$ cat config.mk
export PLATFORM = sky130hd
export DESIGN_NAME = bp_be_issue_scheduler
export DESIGN_NICKNAME = d
export VERILOG_FILES = /design/src/rtl/bp_be_pkg.sv /design/src/rtl/bp_be_scoreboard.sv /design/src/rtl/bp_be_issue_scheduler.sv
export SDC_FILE = /design/constraint.sdc
export NUM_CORES = 1
export LEC_CHECK = 0
export BUFFER_PORTS_ARGS = -buffer_cell sky130_fd_sc_hd__buf_4
export CELL_PAD_IN_SITES_DETAIL_PLACEMENT = 0
export CELL_PAD_IN_SITES_GLOBAL_PLACEMENT = 1
export CORE_ASPECT_RATIO = 0.8
export CORE_MARGIN = 3
export CORE_UTILIZATION = 44
export DETAILED_ROUTE_END_ITERATION = 8
export GPL_TIMING_DRIVEN = 0
export PLACE_DENSITY = 0.75
export SYNTH_ARGS = -nofsm -noshare
export SYNTH_HDL_FRONTEND = slang
export SYNTH_SLANG_ARGS = --single-unit
$ cat constraint.sdc
create_clock -name clk_i -period 3.5 [get_ports clk_i]
set_input_delay 0.35 -clock clk_i [delete_from_list [all_inputs] [get_ports clk_i]]
set_output_delay 0.35 -clock clk_i [all_outputs]
set_load 0.01 [all_outputs]
$ cat src/rtl/bp_be_pkg.sv
// Shared definitions for the backend issue scheduler: pipe one-hot layout,
// scheduler FSM states and default pipe latencies.
package bp_be_pkg;

  localparam int pipe_width_lp    = 6;
  localparam int pipe_ctrl_bit_lp = 0;
  localparam int pipe_int_bit_lp  = 1;
  localparam int pipe_mem_bit_lp  = 2;
  localparam int pipe_mul_bit_lp  = 3;
  localparam int pipe_fp_bit_lp   = 4;
  localparam int pipe_long_bit_lp = 5;

  localparam int int_lat_lp      = 0;
  localparam int mul_lat_lp      = 2;
  localparam int mem_lat_lp      = 2;
  localparam int drain_cycles_lp = 4;

  typedef enum logic [1:0] {
    e_sched_ready = 2'd0,
    e_sched_drain = 2'd1,
    e_sched_wait  = 2'd2
  } sched_state_e;

  // Counter width able to hold max_val, never narrower than one bit.
  function automatic int unsigned cnt_width(input int unsigned max_val);
    return (max_val < 1) ? 1 : $clog2(max_val + 1);
  endfunction

endpackage

$ cat src/rtl/bp_be_scoreboard.sv
// Per-register countdown scoreboard plus long-latency pending vector, with
// combinational hazard queries for the held instruction's rs1, rs2 and rd.
module bp_be_scoreboard
  import bp_be_pkg::*;
#(
  parameter int reg_addr_width_p = 5,
  parameter int int_lat_p        = int_lat_lp,
  parameter int mul_lat_p        = mul_lat_lp,
  parameter int mem_lat_p        = mem_lat_lp
)
(
  input  logic                        clk_i,
  input  logic                        reset_n_i,
  input  logic                        flush_i,
  input  logic                        set_v_i,
  input  logic [reg_addr_width_p-1:0] set_rd_i,
  input  logic [pipe_width_lp-1:0]    set_pipe_i,
  input  logic                        long_wb_v_i,
  input  logic [reg_addr_width_p-1:0] long_wb_rd_i,
  input  logic [reg_addr_width_p-1:0] rs1_i,
  input  logic [reg_addr_width_p-1:0] rs2_i,
  input  logic [reg_addr_width_p-1:0] rd_i,
  output logic                        rs1_busy_o,
  output logic                        rs2_busy_o,
  output logic                        rd_pend_o,
  output logic                        long_busy_o,
  output logic                        all_clear_o
);

  localparam int num_regs_lp = 1 << reg_addr_width_p;
  localparam int max_lat_lp  = (int_lat_p > mul_lat_p)
                             ? ((int_lat_p > mem_lat_p) ? int_lat_p : mem_lat_p)
                             : ((mul_lat_p > mem_lat_p) ? mul_lat_p : mem_lat_p);
  localparam int cnt_w_lp    = cnt_width(max_lat_lp);

  typedef logic [cnt_w_lp-1:0]         cnt_t;
  typedef logic [reg_addr_width_p-1:0] addr_t;

  cnt_t                   r_cnt [num_regs_lp];
  logic [num_regs_lp-1:0] r_pend;
  logic                   r_long_busy;

  cnt_t w_set_lat;
  logic w_set_cnt;
  logic w_set_long;
  logic w_any_cnt;

  // x0 is never marked; fp results do not land in the integer file.
  always_comb begin
    w_set_lat  = '0;
    w_set_cnt  = 1'b0;
    w_set_long = 1'b0;
    if (set_v_i && (set_rd_i != '0)) begin
      if (set_pipe_i[pipe_long_bit_lp]) begin
        w_set_long = 1'b1;
      end else if (set_pipe_i[pipe_mul_bit_lp]) begin
        w_set_cnt = 1'b1;
        w_set_lat = cnt_t'(mul_lat_p);
      end else if (set_pipe_i[pipe_mem_bit_lp]) begin
        w_set_cnt = 1'b1;
        w_set_lat = cnt_t'(mem_lat_p);
      end else if (set_pipe_i[pipe_fp_bit_lp]) begin
        w_set_cnt = 1'b0;
      end else if (set_pipe_i[pipe_int_bit_lp] || set_pipe_i[pipe_ctrl_bit_lp]) begin
        w_set_cnt = 1'b1;
        w_set_lat = cnt_t'(int_lat_p);
      end
    end
  end

  always_ff @(posedge clk_i) begin
    if (!reset_n_i) begin
      for (int i = 0; i < num_regs_lp; i++) r_cnt[i] <= '0;
      r_pend      <= '0;
      r_long_busy <= 1'b0;
    end else begin
      for (int i = 0; i < num_regs_lp; i++) begin
        if (flush_i)
          r_cnt[i] <= '0;
        else if (w_set_cnt && (set_rd_i == addr_t'(i)))
          r_cnt[i] <= w_set_lat;
        else if (r_cnt[i] != '0)
          r_cnt[i] <= r_cnt[i] - cnt_t'(1);
      end
      // A long issue in the same cycle as a write-back wins over the clear.
      if (long_wb_v_i) begin
        r_pend[long_wb_rd_i] <= 1'b0;
        r_long_busy          <= 1'b0;
      end
      if (w_set_long) begin
        r_pend[set_rd_i] <= 1'b1;
        r_long_busy      <= 1'b1;
      end
    end
  end

  always_comb begin
    w_any_cnt = 1'b0;
    for (int i = 0; i < num_regs_lp; i++) w_any_cnt = w_any_cnt | (r_cnt[i] != '0);
  end

  assign rs1_busy_o  = (rs1_i != '0) && ((r_cnt[rs1_i] != '0) || r_pend[rs1_i]);
  assign rs2_busy_o  = (rs2_i != '0) && ((r_cnt[rs2_i] != '0) || r_pend[rs2_i]);
  assign rd_pend_o   = (rd_i != '0) && r_pend[rd_i];
  assign long_busy_o = r_long_busy;
  assign all_clear_o = ~w_any_cnt & ~(|r_pend);

endmodule

$ cat src/rtl/bp_be_issue_scheduler.sv
// Single-entry issue register with RAW/WAW, structural and serialization
// hazard checks; serializing ops drain the pipe, issue, then block until done.
module bp_be_issue_scheduler
  import bp_be_pkg::*;
#(
  parameter int reg_addr_width_p = 5,
  parameter int int_lat_p        = int_lat_lp,
  parameter int mul_lat_p        = mul_lat_lp,
  parameter int mem_lat_p        = mem_lat_lp,
  parameter int drain_cycles_p   = drain_cycles_lp
)
(
  input  logic                        clk_i,
  input  logic                        reset_n_i,
  input  logic                        dispatch_v_i,
  output logic                        dispatch_ready_o,
  input  logic [reg_addr_width_p-1:0] rs1_i,
  input  logic [reg_addr_width_p-1:0] rs2_i,
  input  logic [reg_addr_width_p-1:0] rd_i,
  input  logic                        rs1_v_i,
  input  logic                        rs2_v_i,
  input  logic                        irf_w_v_i,
  input  logic [pipe_width_lp-1:0]    pipe_i,
  input  logic                        serial_v_i,
  input  logic                        issue_ready_i,
  output logic                        issue_v_o,
  output logic [pipe_width_lp-1:0]    issue_pipe_o,
  output logic [reg_addr_width_p-1:0] issue_rd_o,
  input  logic                        long_wb_v_i,
  input  logic [reg_addr_width_p-1:0] long_wb_rd_i,
  input  logic                        serial_done_i,
  input  logic                        flush_i,
  output sched_state_e                dbg_state_o
);

  localparam int drain_w_lp = cnt_width(drain_cycles_p);
  typedef logic [drain_w_lp-1:0] drain_t;

  logic                        r_held_v;
  logic [reg_addr_width_p-1:0] r_rs1, r_rs2, r_rd;
  logic                        r_rs1_v, r_rs2_v, r_irf_w_v, r_serial;
  logic [pipe_width_lp-1:0]    r_pipe;
  drain_t                      r_drain_cnt;
  sched_state_e                r_state, w_state_n;

  logic w_rs1_busy, w_rs2_busy, w_rd_pend, w_long_busy, w_all_clear;
  logic w_hazard, w_permit, w_issue_fire, w_accept;

  bp_be_scoreboard #(
    .reg_addr_width_p(reg_addr_width_p),
    .int_lat_p       (int_lat_p),
    .mul_lat_p       (mul_lat_p),
    .mem_lat_p       (mem_lat_p)
  ) u_scoreboard (
    .clk_i       (clk_i),
    .reset_n_i   (reset_n_i),
    .flush_i     (flush_i),
    .set_v_i     (w_issue_fire & r_irf_w_v),
    .set_rd_i    (r_rd),
    .set_pipe_i  (r_pipe),
    .long_wb_v_i (long_wb_v_i),
    .long_wb_rd_i(long_wb_rd_i),
    .rs1_i       (r_rs1),
    .rs2_i       (r_rs2),
    .rd_i        (r_rd),
    .rs1_busy_o  (w_rs1_busy),
    .rs2_busy_o  (w_rs2_busy),
    .rd_pend_o   (w_rd_pend),
    .long_busy_o (w_long_busy),
    .all_clear_o (w_all_clear)
  );

  // Hazards use pre-update scoreboard state: no same-cycle write-back bypass.
  assign w_hazard = (r_rs1_v & w_rs1_busy) | (r_rs2_v & w_rs2_busy)
                  | (r_irf_w_v & w_rd_pend)
                  | (r_pipe[pipe_long_bit_lp] & w_long_busy);

  always_comb begin
    w_state_n = r_state;
    w_permit  = 1'b0;
    case (r_state)
      e_sched_ready: begin
        w_permit = ~r_serial;
        if (!flush_i && r_held_v && r_serial) w_state_n = e_sched_drain;
      end
      e_sched_drain: begin
        w_permit = (r_drain_cnt == '0) & w_all_clear;
        if (flush_i)           w_state_n = e_sched_ready;
        else if (w_issue_fire) w_state_n = e_sched_wait;
      end
      e_sched_wait: begin
        if (serial_done_i) w_state_n = e_sched_ready;
      end
      default: w_state_n = e_sched_ready;
    endcase
  end

  assign w_issue_fire = r_held_v & ~w_hazard & issue_ready_i & ~flush_i & w_permit;

  // Handshake: an instruction transfers on the posedge where dispatch_v_i and
  // dispatch_ready_o are both high; ready never depends on dispatch_v_i.
  assign dispatch_ready_o = (~r_held_v | w_issue_fire) & ~flush_i & (r_state != e_sched_wait);
  assign w_accept         = dispatch_v_i & dispatch_ready_o;

  always_ff @(posedge clk_i) begin
    if (!reset_n_i) begin
      r_state     <= e_sched_ready;
      r_held_v    <= 1'b0;
      r_rs1       <= '0;
      r_rs2       <= '0;
      r_rd        <= '0;
      r_rs1_v     <= 1'b0;
      r_rs2_v     <= 1'b0;
      r_irf_w_v   <= 1'b0;
      r_serial    <= 1'b0;
      r_pipe      <= '0;
      r_drain_cnt <= '0;
    end else begin
      r_state <= w_state_n;
      if (flush_i) begin
        r_held_v <= 1'b0;
      end else if (w_accept) begin
        r_held_v  <= 1'b1;
        r_rs1     <= rs1_i;
        r_rs2     <= rs2_i;
        r_rd      <= rd_i;
        r_rs1_v   <= rs1_v_i;
        r_rs2_v   <= rs2_v_i;
        r_irf_w_v <= irf_w_v_i;
        r_serial  <= serial_v_i;
        r_pipe    <= pipe_i;
      end else if (w_issue_fire) begin
        r_held_v <= 1'b0;
      end
      if (w_issue_fire)
        r_drain_cnt <= drain_t'(drain_cycles_p);
      else if (r_drain_cnt != '0)
        r_drain_cnt <= r_drain_cnt - drain_t'(1);
    end
  end

  assign issue_v_o    = w_issue_fire;
  assign issue_pipe_o = r_pipe;
  assign issue_rd_o   = r_rd;
  assign dbg_state_o  = r_state;

endmodule

==> summary.log <==
[status] status finished, final reports clean
[clocking] root buf cell sky130_fd_sc_hd__clkbuf_16
[floorplanning] area of the die 0.0218 mm2
[placed_design] I/O Buffers 50
[critical_path] category of the critical setup timing path reg -> out
[sta] unrepaired setup endpoints after global routing false
[logic_synthesis] main area contributors after synthesis sky130_fd_sc_hd__edfxtp_1, sky130_fd_sc_hd__dfxtp_1, sky130_fd_sc_hd__mux4_2
[power] VDD IR-drop max 0.272 mV
[detailed_routing] Detailed Route WL 29.0 mm
[critical_path] highest-delay cell along the critical path sky130_fd_sc_hd__or4b_4
[clocking] clk_lat worst skew 430 ps
[hold_path] worst min-delay path category in -> reg
[logic_synthesis] Mapped Area 0.00882 mm2
[critical_path] flop2flop setup slack 140 ps
[finish] antenna diode count 0
[clocking] clock slew at the register clock pins of the worst setup and hold paths 60 ps
[finish] post-route design area 0.0103 mm2
[power] total leakage power 3.63 nW
[sta] final critical delay including setup and external delays 3370 ps
[critical_path] count of buffer and inverter cells on the critical path 3
[placed_design] worst setup timing slack at the placement stage -979 ps
[power] combinational power share 0.201
[critical_path] kind of start point of the critical path flop
[floorplanning] effective utilization at floorplan 0.457
[logic_synthesis] Mean Syn Cell Area 9.63 um2
[floorplanning] count of standard-cell rows 45
[sta] Final period util 0.963
[critical_path] Max FO, Critical Path 5
[critical_path] largest delay contributor family on the critical path simple AND/OR/NAND/NOR gates
[floorplanning] area of the core region 0.0193 mm2
[critical_path] data arrival at the endpoint of the critical path 3020 ps
[grt] pin count of the biggest net entering global routing 17
[sta] Final Worst Setup Slack 130 ps
[detailed_routing] final antenna-violating net count 0
[finish] top library cells by usage in the layout, fill and taps aside sky130_fd_sc_hd__nand2_1, sky130_fd_sc_hd__inv_1, sky130_fd_sc_hd__dfxtp_1
[detailed_routing] count of routing violations after the opening detailed-route iteration 997
[placed_design] number of placed instances, taps included 1224
[power] switching fraction of total power 0.299
[sta] Setup violations, final 0
[logic_synthesis] dominant synthesized flop cell sky130_fd_sc_hd__dfxtp_1
[clocking] clock tree from TritonCTS done
[critical_path] cell breakdown of the critical path inv_1, ha_4, ha_4, or4b_4, nor4_4, and4_1, a31oi_4, nor4_4, buf_6, nand3_4, nand2_2, and2_1, buf_4
[logic_synthesis] sequential cell area fraction in the yosys report 0.386
[grt] first-pass GRT wire length 44.2 mm
[grt] Global Route met1 Usage 0.421
[logic_synthesis] number of unique standard cell types used by synthesis 71
[finish] Post-Layout Cell Count 1261
[logic_synthesis] post-synthesis register bit count 138
[logic_synthesis] number of flops mapped to enable cells by yosys 64
[grt] number of global-route vias before repair 7327
[logic_synthesis] Yosys warning count 0
[floorplanning] die height 133 um
[sta] Fmax achieved 297 MHz
[clocking] Max Buffers Root-to-Sink 2
[logic_synthesis] largest area contributor in the synthesized netlist sky130_fd_sc_hd__edfxtp_1
[finish] most common cell after layout, fill and taps aside sky130_fd_sc_hd__nand2_1
[placed_design] post-DP HPWL 21.9 mm
[grt] GR Overflow Total 0
[logic_synthesis] share of flip-flops with an asynchronous set or reset 0
[logic_synthesis] Post-Synthesis Cells 916
[critical_path] peak per-stage delay on the critical path 510 ps
[sta] final setup TNS 0 ps
[power] power per unit of standard cell area 456 mW/mm2
[finish] layout net count 1063
[detailed_routing] number of detailed-route iterations in the first pass 6
[finish] post-synthesis to final-layout area growth 17.1%
[clocking] number of levels in the clock H-tree 4
[clocking] clock tree sinks 138
[floorplanning] total I/O pin count 52
[grt] initial antenna violation count 0
[finish] share of cells above drive strength 1 0.226
[logic_synthesis] share of the synthesized area in the top cell type 0.218
[finish] post-layout util 0.535
[sta] fin. max-slew vios 0
[grt] GRT met3 Usage 0.0657
[run] maximum capacitance violations 0
[detailed_routing] Routed wire per std cell 23.0 um
[sta] number of endpoints with negative hold slack in the final report 0
[placed_design] weighted congestion at the end of routability-driven global placement 0.928
[detailed_routing] DRC viols 0
[sta] maximum clock skew at final layout 11.8 ps
[detailed_routing] Via density 6.19
[sta] Worst Tran Pin Value 733 ps
[logic_synthesis] net count of the mapped netlist 989
[sta] Rel. slew slack 0.511
[power] share of total power in the clock network 0.384
[sta] minimum hold slack 167 ps
[power] cell-internal power 3.30 mW
[power] switching power of the nets 1.41 mW
[grt] GRT Total Usage 0.269
[critical_path] category of the worst setup path capture point primary output
[grt] gr busiest metal met1
[critical_path] required time of the critical path 3150 ps
[power] Total Power 4.71 mW
[power] sequential group share of total power 0.414
[clocking] clock buffers created by TritonCTS 17
[grt] met2 Resource Use GR 0.366
[floorplanning] die extent in x 164 um
[detailed_routing] via count 7800
[placed_design] Placed Area 0.00952 mm2
power groups by stage:
stage	logic (mW)	registers (mW)	clock network (mW)
finish	0.948	1.95	1.81
global route	1.04	1.97	1.89
CTS	0.911	1.94	1.82
detailed placement	0.855	1.98	0
global placement	0.848	1.97	0
floorplan	0.574	1.94	0
flip-flops by register name, summed over array words and instances, names as in the netlist, named ones only:
register,cells
r_rs2_v,1
r_irf_w_v,1
r_rs2,5
u_scoreboard.r_pend,32
r_held_v,1
dbg_state_o,2
r_serial,1
u_scoreboard.long_busy_o,1
r_rs1,5
issue_rd_o,5
r_drain_cnt,3
issue_pipe_o,6
u_scoreboard.r_cnt,64
r_rs1_v,1
tightest hold or removal path, cell delays in order:
cell and delay, ps:
sky130_fd_sc_hd__buf_4 110, sky130_fd_sc_hd__nand2_1 50, sky130_fd_sc_hd__mux2i_1 50
cell type report:
type	instances	area, um2
buffer	57	374
clock buffer	22	518
clock inverter	10	71.3
fill	1728	8990
inverter	78	293
multi-input combinational	640	4900
sequential	138	3410
tap	258	323
timing repair buffer	58	439
cell usage after synthesis (all sizes together), types with 8 or more instances:
library cell / count
mux4: 29
nor3b: 8
ha: 36
nor4: 43
a21oi: 17
nand4: 10
o22ai: 33
o211ai: 32
or3: 34
mux2i: 38
edfxtp: 64
nand2: 94
buf: 18
nor3: 30
o21ai: 69
clkbuf: 38
and2: 33
nor2: 59
inv: 78
dfxtp: 74
cell families (layout without fill, tap and decap cells):
family / Yosys count / count (layout) / synth area share
AND/OR/NAND/NOR: 351 / 351 / 0.214
AO/OA/AOI/OAI: 185 / 185 / 0.153
flip-flops: 138 / 138 / 0.386
buffers and inverters: 138 / 225 / 0.0749
multiplexers: 67 / 67 / 0.121
adder cells (fa/ha/maj): 36 / 36 / 0.0511
XOR/XNOR: 1 / 1 / 0.000993
final timing paths:
check / endpoint / depth (start not counted) / start
setup / recovery: dispatch_ready_o / 13 / r_drain_cnt[1]
hold / removal: issue_rd_o[0] / 3 / rd_i[0]
setup reg to reg: u_scoreboard.r_cnt[29][1] / 13 / r_drain_cnt[1]
hold reg to reg: r_rs1_v / 2 / r_rs1_v
routing by layer:
metal,up-vias,share of wire
met1,3791,0.47
met3,42,0.10
met5,-,0
li1,3559,-
met4,0,0.017
met2,408,0.41
repair_timing:
| action | CTS | global route |
|---|---|---|
| pin swaps | 5 | 2 |
| buffers inserted | 4 | 4 |
| hold buffers | 0 | 0 |
| endpoints found under the setup margin | 198 | 166 |
| gates resized for setup | 26 | 20 |
(Power assumes the default switching activity.)
